==> config.mk <==
export PLATFORM = sky130hd
export DESIGN_NAME = fetch_stage
export DESIGN_NICKNAME = d
export VERILOG_FILES = /design/src/rtl/rv_pkg.sv /design/src/rtl/if_de_reg.sv /design/src/rtl/fetch_stage.sv
export SDC_FILE = /design/constraint.sdc
export NUM_CORES = 1
export LEC_CHECK = 0
export BUFFER_PORTS_ARGS = -buffer_cell sky130_fd_sc_hd__buf_4
export CAP_MARGIN = 20
export CORE_MARGIN = 5
export CORE_UTILIZATION = 52
export CTS_CLUSTER_SIZE = 12
export DETAILED_ROUTE_END_ITERATION = 7
export PLACE_DENSITY_LB_ADDON = 0.12
export SKIP_LAST_GASP = 1
export SLEW_MARGIN = 20
export SYNTH_ARGS = -nofsm -noshare
export SYNTH_HDL_FRONTEND = slang
export SYNTH_SLANG_ARGS = --single-unit
export TNS_END_PERCENT = 1
==> constraint.sdc <==
create_clock -name clk -period 6.5 [get_ports clk]
set_input_delay 1.625 -clock clk [delete_from_list [all_inputs] [get_ports clk]]
set_output_delay 1.625 -clock clk [all_outputs]
set_load 0.005 [all_outputs]
==> src/rtl/rv_pkg.sv <==
// Shared RV32I core definitions: data width, bubble encoding, reset PC
// and the IF/DE pipeline payload.
package rv_pkg;

  localparam int unsigned XLEN     = 32;
  localparam logic [XLEN-1:0] NOP_INST     = 32'h0000_0013;
  localparam logic [XLEN-1:0] RESET_PC_DEF = 32'h0000_0000;

  typedef struct packed {
    logic [XLEN-1:0] inst;
    logic [XLEN-1:0] pc;
    logic [XLEN-1:0] pc4;
    logic            valid;
  } if_de_t;

endpackage

==> src/rtl/if_de_reg.sv <==
// IF/DE pipeline register. Flush injects a bubble and beats enable;
// a flushed entry keeps its PC side-band so decode never sees X.
module if_de_reg
  import rv_pkg::*;
#(
  parameter logic [XLEN-1:0] NOP = NOP_INST
) (
  input  logic   clk,
  input  logic   rst,
  input  logic   i_en,
  input  logic   i_flush,
  input  if_de_t i_d,
  output if_de_t o_q
);

  if_de_t r_q;

  always_ff @(posedge clk or posedge rst) begin
    if (rst) begin
      r_q.inst  <= NOP;
      r_q.pc    <= '0;
      r_q.pc4   <= '0;
      r_q.valid <= 1'b0;
    end else if (i_flush) begin
      r_q.inst  <= NOP;
      r_q.valid <= 1'b0;
    end else if (i_en) begin
      r_q <= i_d;
    end
  end

  assign o_q = r_q;

endmodule

==> src/rtl/fetch_stage.sv <==
// Instruction fetch: PC, imem addressing, IF/DE register, redirect with
// one-bubble penalty, sticky misaligned-target flag and fetch counter.
module fetch_stage
  import rv_pkg::*;
#(
  parameter logic [XLEN-1:0] RESET_PC = RESET_PC_DEF,
  parameter logic [XLEN-1:0] NOP      = NOP_INST
) (
  input  logic            clk,
  input  logic            rst,
  input  logic            stall_if,
  input  logic            NextPCSrc,
  input  logic [XLEN-1:0] br_target,
  output logic [XLEN-1:0] imem_addr,
  input  logic [XLEN-1:0] imem_rdata,
  output logic [XLEN-1:0] inst_de,
  output logic [XLEN-1:0] pc_de,
  output logic [XLEN-1:0] pc4_de,
  output logic            valid_de,
  output logic            misaligned,
  output logic [XLEN-1:0] fetch_cnt
);

  logic [XLEN-1:0] r_pc;
  logic [XLEN-1:0] r_fetch_cnt;
  logic            r_misaligned;
  logic [XLEN-1:0] w_pc4;
  logic            w_advance;
  if_de_t          w_ifde_d;
  if_de_t          w_ifde_q;

  assign w_pc4     = r_pc + 32'd4;
  assign w_advance = ~NextPCSrc & ~stall_if;

  always_ff @(posedge clk or posedge rst) begin
    if (rst) begin
      r_pc         <= RESET_PC;
      r_fetch_cnt  <= '0;
      r_misaligned <= 1'b0;
    end else if (NextPCSrc) begin
      // Low bits are dropped so fetch stays word aligned; the flag records it.
      r_pc <= {br_target[XLEN-1:2], 2'b00};
      if (br_target[1:0] != 2'b00) r_misaligned <= 1'b1;
    end else if (w_advance) begin
      r_pc        <= w_pc4;
      r_fetch_cnt <= r_fetch_cnt + 32'd1;
    end
  end

  assign w_ifde_d.inst  = imem_rdata;
  assign w_ifde_d.pc    = r_pc;
  assign w_ifde_d.pc4   = w_pc4;
  assign w_ifde_d.valid = 1'b1;

  if_de_reg #(.NOP(NOP)) u_if_de_reg (
    .clk     (clk),
    .rst     (rst),
    .i_en    (~stall_if),
    .i_flush (NextPCSrc),
    .i_d     (w_ifde_d),
    .o_q     (w_ifde_q)
  );

  assign imem_addr  = r_pc;
  assign inst_de    = w_ifde_q.inst;
  assign pc_de      = w_ifde_q.pc;
  assign pc4_de     = w_ifde_q.pc4;
  assign valid_de   = w_ifde_q.valid;
  assign misaligned = r_misaligned;
  assign fetch_cnt  = r_fetch_cnt;

endmodule

# [After elaboration in Yosys (flattened, before gate mapping)]
# Index checks and enable logic that the tools add are counted.
[op_classes] reduce_logical=5 n_mux=5 n_eq_ne=1 n_addsub=2 n_bitwise=3
[op_table] op="97-bit 2-to-1 mux" count=1
[op_table] op="32-bit 2-to-1 mux" count=3
[op_table] op="32-bit by 1-bit adder with 32-bit output (second input constant)" count=1
[op_table] op="32-bit by 3-bit adder with 32-bit output (second input constant)" count=1
[op_table] op="2-bit AND reduction" count=3
[op_table] op="2-bit nonzero test" count=2
[op_table] op="2-bit by 1-bit inequality test with 1-bit output (second input constant)" count=1
[op_table] op="1-bit inverter" count=2
[op_table] op="1-bit bitwise AND" count=1
[op_table] op="1-bit 2-to-1 mux" count=1
[word_totals] wordCells=23 out_inout_bits=162 in_bits=68 regBits=162

# [Longest topological paths before layout]
[depth] depth_word=4 mapped_depth=8 mapped_depth_nobuf=5

# [Hierarchy]
# From an unflattened synthesis, not the netlist that was laid out.
[unflattened] hier_cells=668 area_unflattened_um2=7818.7
[modules_own_cells] mod="if_de_reg" area_per_inst_um2=4032.6 cells_per_inst=244 instances=1 seq_area_each_um2=2431.1
[modules_own_cells] mod="fetch_stage" area_per_inst_um2=3786.1 cells_per_inst=424 instances=1 seq_area_each_um2=1576.5

# [Worst setup path before layout]
# OpenSTA, ideal clock, no wires.
[synth_path] path_type="input to register" start="in NextPCSrc" end="reg r_fetch_cnt[26], in the netlist fetch_cnt[26]" cell_stages=5 setup_time_ns=0.124 required_ns=6.376 arrival_ns=2.976 path_buffers=1 path_slack_ns=3.400 cell_sequence="or2_2 clkbuf_1 nor3_1 nand4_1 xnor2_1"
[synth_via] elab_chain_len=3
[synth_rtl] item="from (decl)" line="fetch_stage.sv:12" source="input logic NextPCSrc,"
[synth_rtl] item="1-bit inverter (no source line) (*)"
[synth_rtl] item="1-bit bitwise AND" line="fetch_stage.sv:33" source="assign w_advance = ~NextPCSrc & ~stall_if;"
[synth_rtl] item="2-bit AND reduction (no source line) (*)"
[synth_rtl] item="to (signal assigned)" line="fetch_stage.sv:46" source="r_fetch_cnt <= r_fetch_cnt + 32'd1;"
[synth_rtl] item="to (decl)" line="fetch_stage.sv:25" source="logic [XLEN-1:0] r_fetch_cnt;"
# Mark *: on every way between the ends. The rest lies on a longest branch, timed or not.
# A chain may end at the register's enable or synchronous reset.

# [Worst setup path in the final report]
[layout_path] start="in stall_if" end="reg r_fetch_cnt[30], in the netlist fetch_cnt[30]"
[layout_via] elab_chain_len=3
[layout_rtl] item="from (decl)" line="fetch_stage.sv:11" source="input logic stall_if,"
[layout_rtl] item="1-bit inverter (no source line)"
[layout_rtl] item="1-bit bitwise AND" line="fetch_stage.sv:33"
[layout_rtl] item="2-bit AND reduction (no source line)"
# Every way passes these cells.

==> results by stage <==
Status:
- The run finished with clean final reports.

Worst setup path:
- For this run, the slowest stage of the critical path takes 840 ps.
- The worst setup path is captured at a flop.
- The startpoint-to-endpoint class of the critical path is in -> reg.
- The critical path startpoint category is an input port.
- The most used cell along the critical path is sky130_fd_sc_hd__buf_4.
- The slowest stage of the critical path is the sky130_fd_sc_hd__nor3_1 cell.
- The signal on the critical path passes through buf_4, or2_2, buf_4, nor3_1, nand4_1, xnor2_1.
- Along the worst path, the maximum fanout reaches 82.
- At the worst endpoint, the arrival time is around 4000 ps.
- For the worst setup path, the data required time is 6810 ps.
- The number of buffers and inverters on the critical path is 2.
- Broken down by cell family, the worst path's largest delay share belongs to simple AND/OR/NAND/NOR gates.

Synth:
- The synthesized design contains 0 enable-type register cells.
- The most used flip-flop cell after synthesis is sky130_fd_sc_hd__dfrtp_1.
- The mean cell area of the mapped netlist is 9.702 um^2.
- The flip-flop and latch count after synthesis is 156.
- The number of warning messages in the yosys log is 0.
- In the synthesized netlist, the number of instances is 780.
- Of the synthesized area, sequential elements account for 51.64%.
- Counting distinct cell types in the post-synthesis netlist gives between 40 and 50.
- The post-synthesis instance area is 7567 um^2.
- The share of async-settable or async-resettable flops after synthesis is 100.0%.

Power:
- Dividing total power by cell area gives a power density of 276.7 nW/um^2.
- The static leakage is 0.004561 uW.
- After layout, the design draws a total of 2669 uW.
- The maximum vdd drop is 187.0 uV.

STA:
- The maximum clock skew at final layout is roughly 7.7 ps.
- In this run the tightest slew margin relative to its limit is 33.68%.
- Setup slack on the critical path of the routed design comes to 2773 ps.
- Setup repair after global routing left no endpoint under its margin.
- The final number of max-transition violations is 0.
- The setup-violating endpoint count in the final report is 0.
- The final period utilization is 57.35%.
- The minimum clock period is 3728 ps.
- The total count of hold-check failures in the final report is 0.
- The maximum operating frequency is 0.2683 GHz.
- At the pin with the least slew margin, the transition time is around 990 ps.
- In the final timing run, aggregate negative setup slack is 0 ps.

CTS:
- Clock latency on the worst-skew pair, taken at its later pin, is 420 ps.
- The clock tree root buffer cell is sky130_fd_sc_hd__clkbuf_16.
- The maximum root-to-sink buffer count is 2.
- The total setup buffers inserted after CTS is 0.
- The count of hold-fix buffers inserted at cts is 0.
- CTS built an H-tree with a depth of 4.
- The tree built by TritonCTS fans out to between 150 and 200 sinks.
- The number of gates resized after CTS was 0.
- The clock-pin slew on the worst setup and hold paths is about 70 ps.
- Counting the buffers created by CTS gives 17.
- TritonCTS built the clock tree.

Cells and area:
- The area growth from synthesis to final layout is 27.48%.
- The area taken by flip-flops and latches is 3908 um^2.
- The multi-input combinational cells in the finished layout cover a total of 3131 um^2.
- Cells fill approximately two thirds of the core in the end.
- After filler insertion, the fill cell instance count of the layout stands at 1196.
- The total inserted antenna cells is 0.
- The design area is 9647 um^2.
- The fraction of layout cells with a size suffix above 1 is 29.05%.
- The number of nets at the end of the flow is roughly 1000.

Worst hold path:
- The min-delay analysis places its worst path in the category reg -> reg.

Detailed routing:
- The total detailed-routing wirelength is between 20000 and 25000 um.
- Using the TritonRoute via totals, the vias-per-cell ratio works out to 5.653.
- For this block, the initial DRC count from the detailed router was 539.
- For this run, the detailed router's first-pass iteration total came to 5.
- The detail route stage leaves a number of antenna-violating nets equal to 0.
- In the routed design, unresolved DRC markers number 0.
- The via total after detailed routing is 6410.
- After detailed routing, the average wire length per cell comes to 17.77 um.

GRT:
- The pin count of the biggest net entering global routing is approximately 100.
- The via count of the first global-routing pass was 6330.
- The initial antenna violation count is 0.
- The global-route usage over all layers is ~24%.
- The first global-routing pass estimated 32500 um of wire.
- The total overflow left after global routing is 0.

Job:
- The max capacitance violation total is 0.

Die:
- The height of the die is 130.6 um.
- Row generation in the floorplan step produced between 40 and 50 rows.
- Once the floorplan was initialized, standard cells occupied 52.46% of the core.
- The floorplan step set the die width to about 130 um.
- The floorplan step defined a die boundary enclosing 17070 um^2.
- The boundary pin count is 230.
- The core area is 14420 um^2.

Place:
- The placed wire-length estimate after detailed placement is 14100 um.
- Before CTS, the worst setup slack after placement is 2358 ps.
- The cell area reported after detailed placement is 8984 um^2.
- Buffers placed on the I/O ports in this run total 223.
- The congestion estimate from routability-driven global placement came to 0.8357.
stage by stage:
stage	std cells	hold slack (ps)
2_1_floorplan	785	459.0
3_3_place_gp	1101	455.2
3_5_place_dp	1101	457.2
4_1_cts	1133	474.9
5_1_grt	1134	478.8
6_report	1134	468.2
per-layer routing:
layer / track usage (%) / part of all wire [%] / up-vias
li1: - / - / 2980
met1: 31.59 / 41 / 3152
met2: 38.67 / 49 / 244
met3: 7.154 / 7.8 / 34
met4: 8.409 / 2.2 / 0
met5: 0 / 0 / -
Yosys cell counts (3+ instances only):
master	count	area [um^2]
sky130_fd_sc_hd__and4_1	7	61.31
sky130_fd_sc_hd__and3_1	8	50.05
sky130_fd_sc_hd__nand3_1	28	140.1
sky130_fd_sc_hd__buf_4	44	330.3
sky130_fd_sc_hd__nor3_1	6	30.03
sky130_fd_sc_hd__or4_1	22	165.2
sky130_fd_sc_hd__nor2_1	64	240.2
sky130_fd_sc_hd__inv_1	7	26.28
sky130_fd_sc_hd__mux2i_1	33	330.3
sky130_fd_sc_hd__dfrtp_1	153	3829
sky130_fd_sc_hd__o21ai_0	41	205.2
sky130_fd_sc_hd__nor4_1	9	56.30
sky130_fd_sc_hd__xnor2_1	43	376.6
sky130_fd_sc_hd__o31ai_1	14	105.1
sky130_fd_sc_hd__nand2_1	140	525.5
sky130_fd_sc_hd__clkbuf_1	36	135.1
sky130_fd_sc_hd__or4_2	4	35.03
sky130_fd_sc_hd__buf_2	7	35.03
sky130_fd_sc_hd__nand4_1	25	156.4
sky130_fd_sc_hd__o211ai_1	5	37.54
sky130_fd_sc_hd__xor2_1	12	105.1
sky130_fd_sc_hd__a31oi_1	22	137.6
sky130_fd_sc_hd__and2_1	3	18.77
sky130_fd_sc_hd__or3_1	8	50.05
sky130_fd_sc_hd__dfstp_2	3	78.83
area by class of cell:
type	instances	area share, %
Clock inverter	12	1.660
Clock buffer	20	4.838
Timing Repair Buffer	226	17.80
Tap cell	184	2.387
Sequential cell	156	40.51
Inverter	8	0.3632
Multi-Input combinational cell	528	32.45
cell usage in the layout, fill, tap and decap left out, drive strengths merged:
cell type,count
xnor2,43
mux2i,33
buf,226
clkinvlp,4
and4,8
clkbuf,20
dfstp,3
ha,2
or4b,2
nand4,27
or4,27
inv,9
o21ai,41
a21o,1
nor3,7
a22oi,2
o311ai,2
and3,8
nor4b,1
o31ai,14
and2,3
nand4b,2
nand2b,1
nand3b,1
nand3,28
or2,1
bufinv,3
a21oi,2
nand2,141
clkinv,4
a31oi,22
conb,6
nor2b,2
xor2,12
or3,9
dfrtp,153
o211ai,5
a211o,2
nor4,9
nor2,64
worst paths after layout:
path,startpoint,end,slack (ps),depth (start not counted)
max in group asynchronous,rst,fetch_cnt[16]$_DFFE_PP0P_,3820,3
min in group asynchronous,rst,fetch_cnt[23]$_DFFE_PP0P_,1360,2
worst max register to register,imem_addr[2]$_DFFE_PP0N_,imem_addr[22]$_DFFE_PP0N_,3620,5
worst max-delay path,stall_if,fetch_cnt[30]$_DFFE_PP0P_,2770,6
worst min-delay path,misaligned$_DFFE_PP0P_,misaligned$_DFFE_PP0P_,470,1
worst min register to register,misaligned$_DFFE_PP0P_,misaligned$_DFFE_PP0P_,470,1
worst register-to-register path, cell delays in order, from the launching register on:
cell,delay [ps]
sky130_fd_sc_hd__dfrtp_1,540
sky130_fd_sc_hd__ha_1,280
sky130_fd_sc_hd__nand3_1,390
sky130_fd_sc_hd__or4_4,820
sky130_fd_sc_hd__or4_1,560
sky130_fd_sc_hd__a31oi_1,190
cell families (layout without fill, tap and decap cells):
group           count (synthesis)  in the layout  synth area share (%)
compound gates                 91             91                 7.308
xor+xnor                       55             55                 6.366
fa+ha+maj                       2              2                0.3306
buf+inv                       101            266                 7.540
flops                         156            156                 51.64
mux                            33             33                 4.365
other cells                     1              6               0.04956
simple gates                  341            341                 22.40
report_power, final:
part / internal (uW) / switching [uW] / leakage (uW)
logic: 231 / 202 / 0.00232
registers: 1080 / 118 / 0.00195
clock network: 638 / 403 / 0.000295
state kept, by name, summed over array words and instances (netlist names):
name,flops
misaligned,1
fetch_cnt,32
imem_addr,30
u_if_de_reg.o_q,93
No activity file was read; power rests on OpenSTA's default activity.
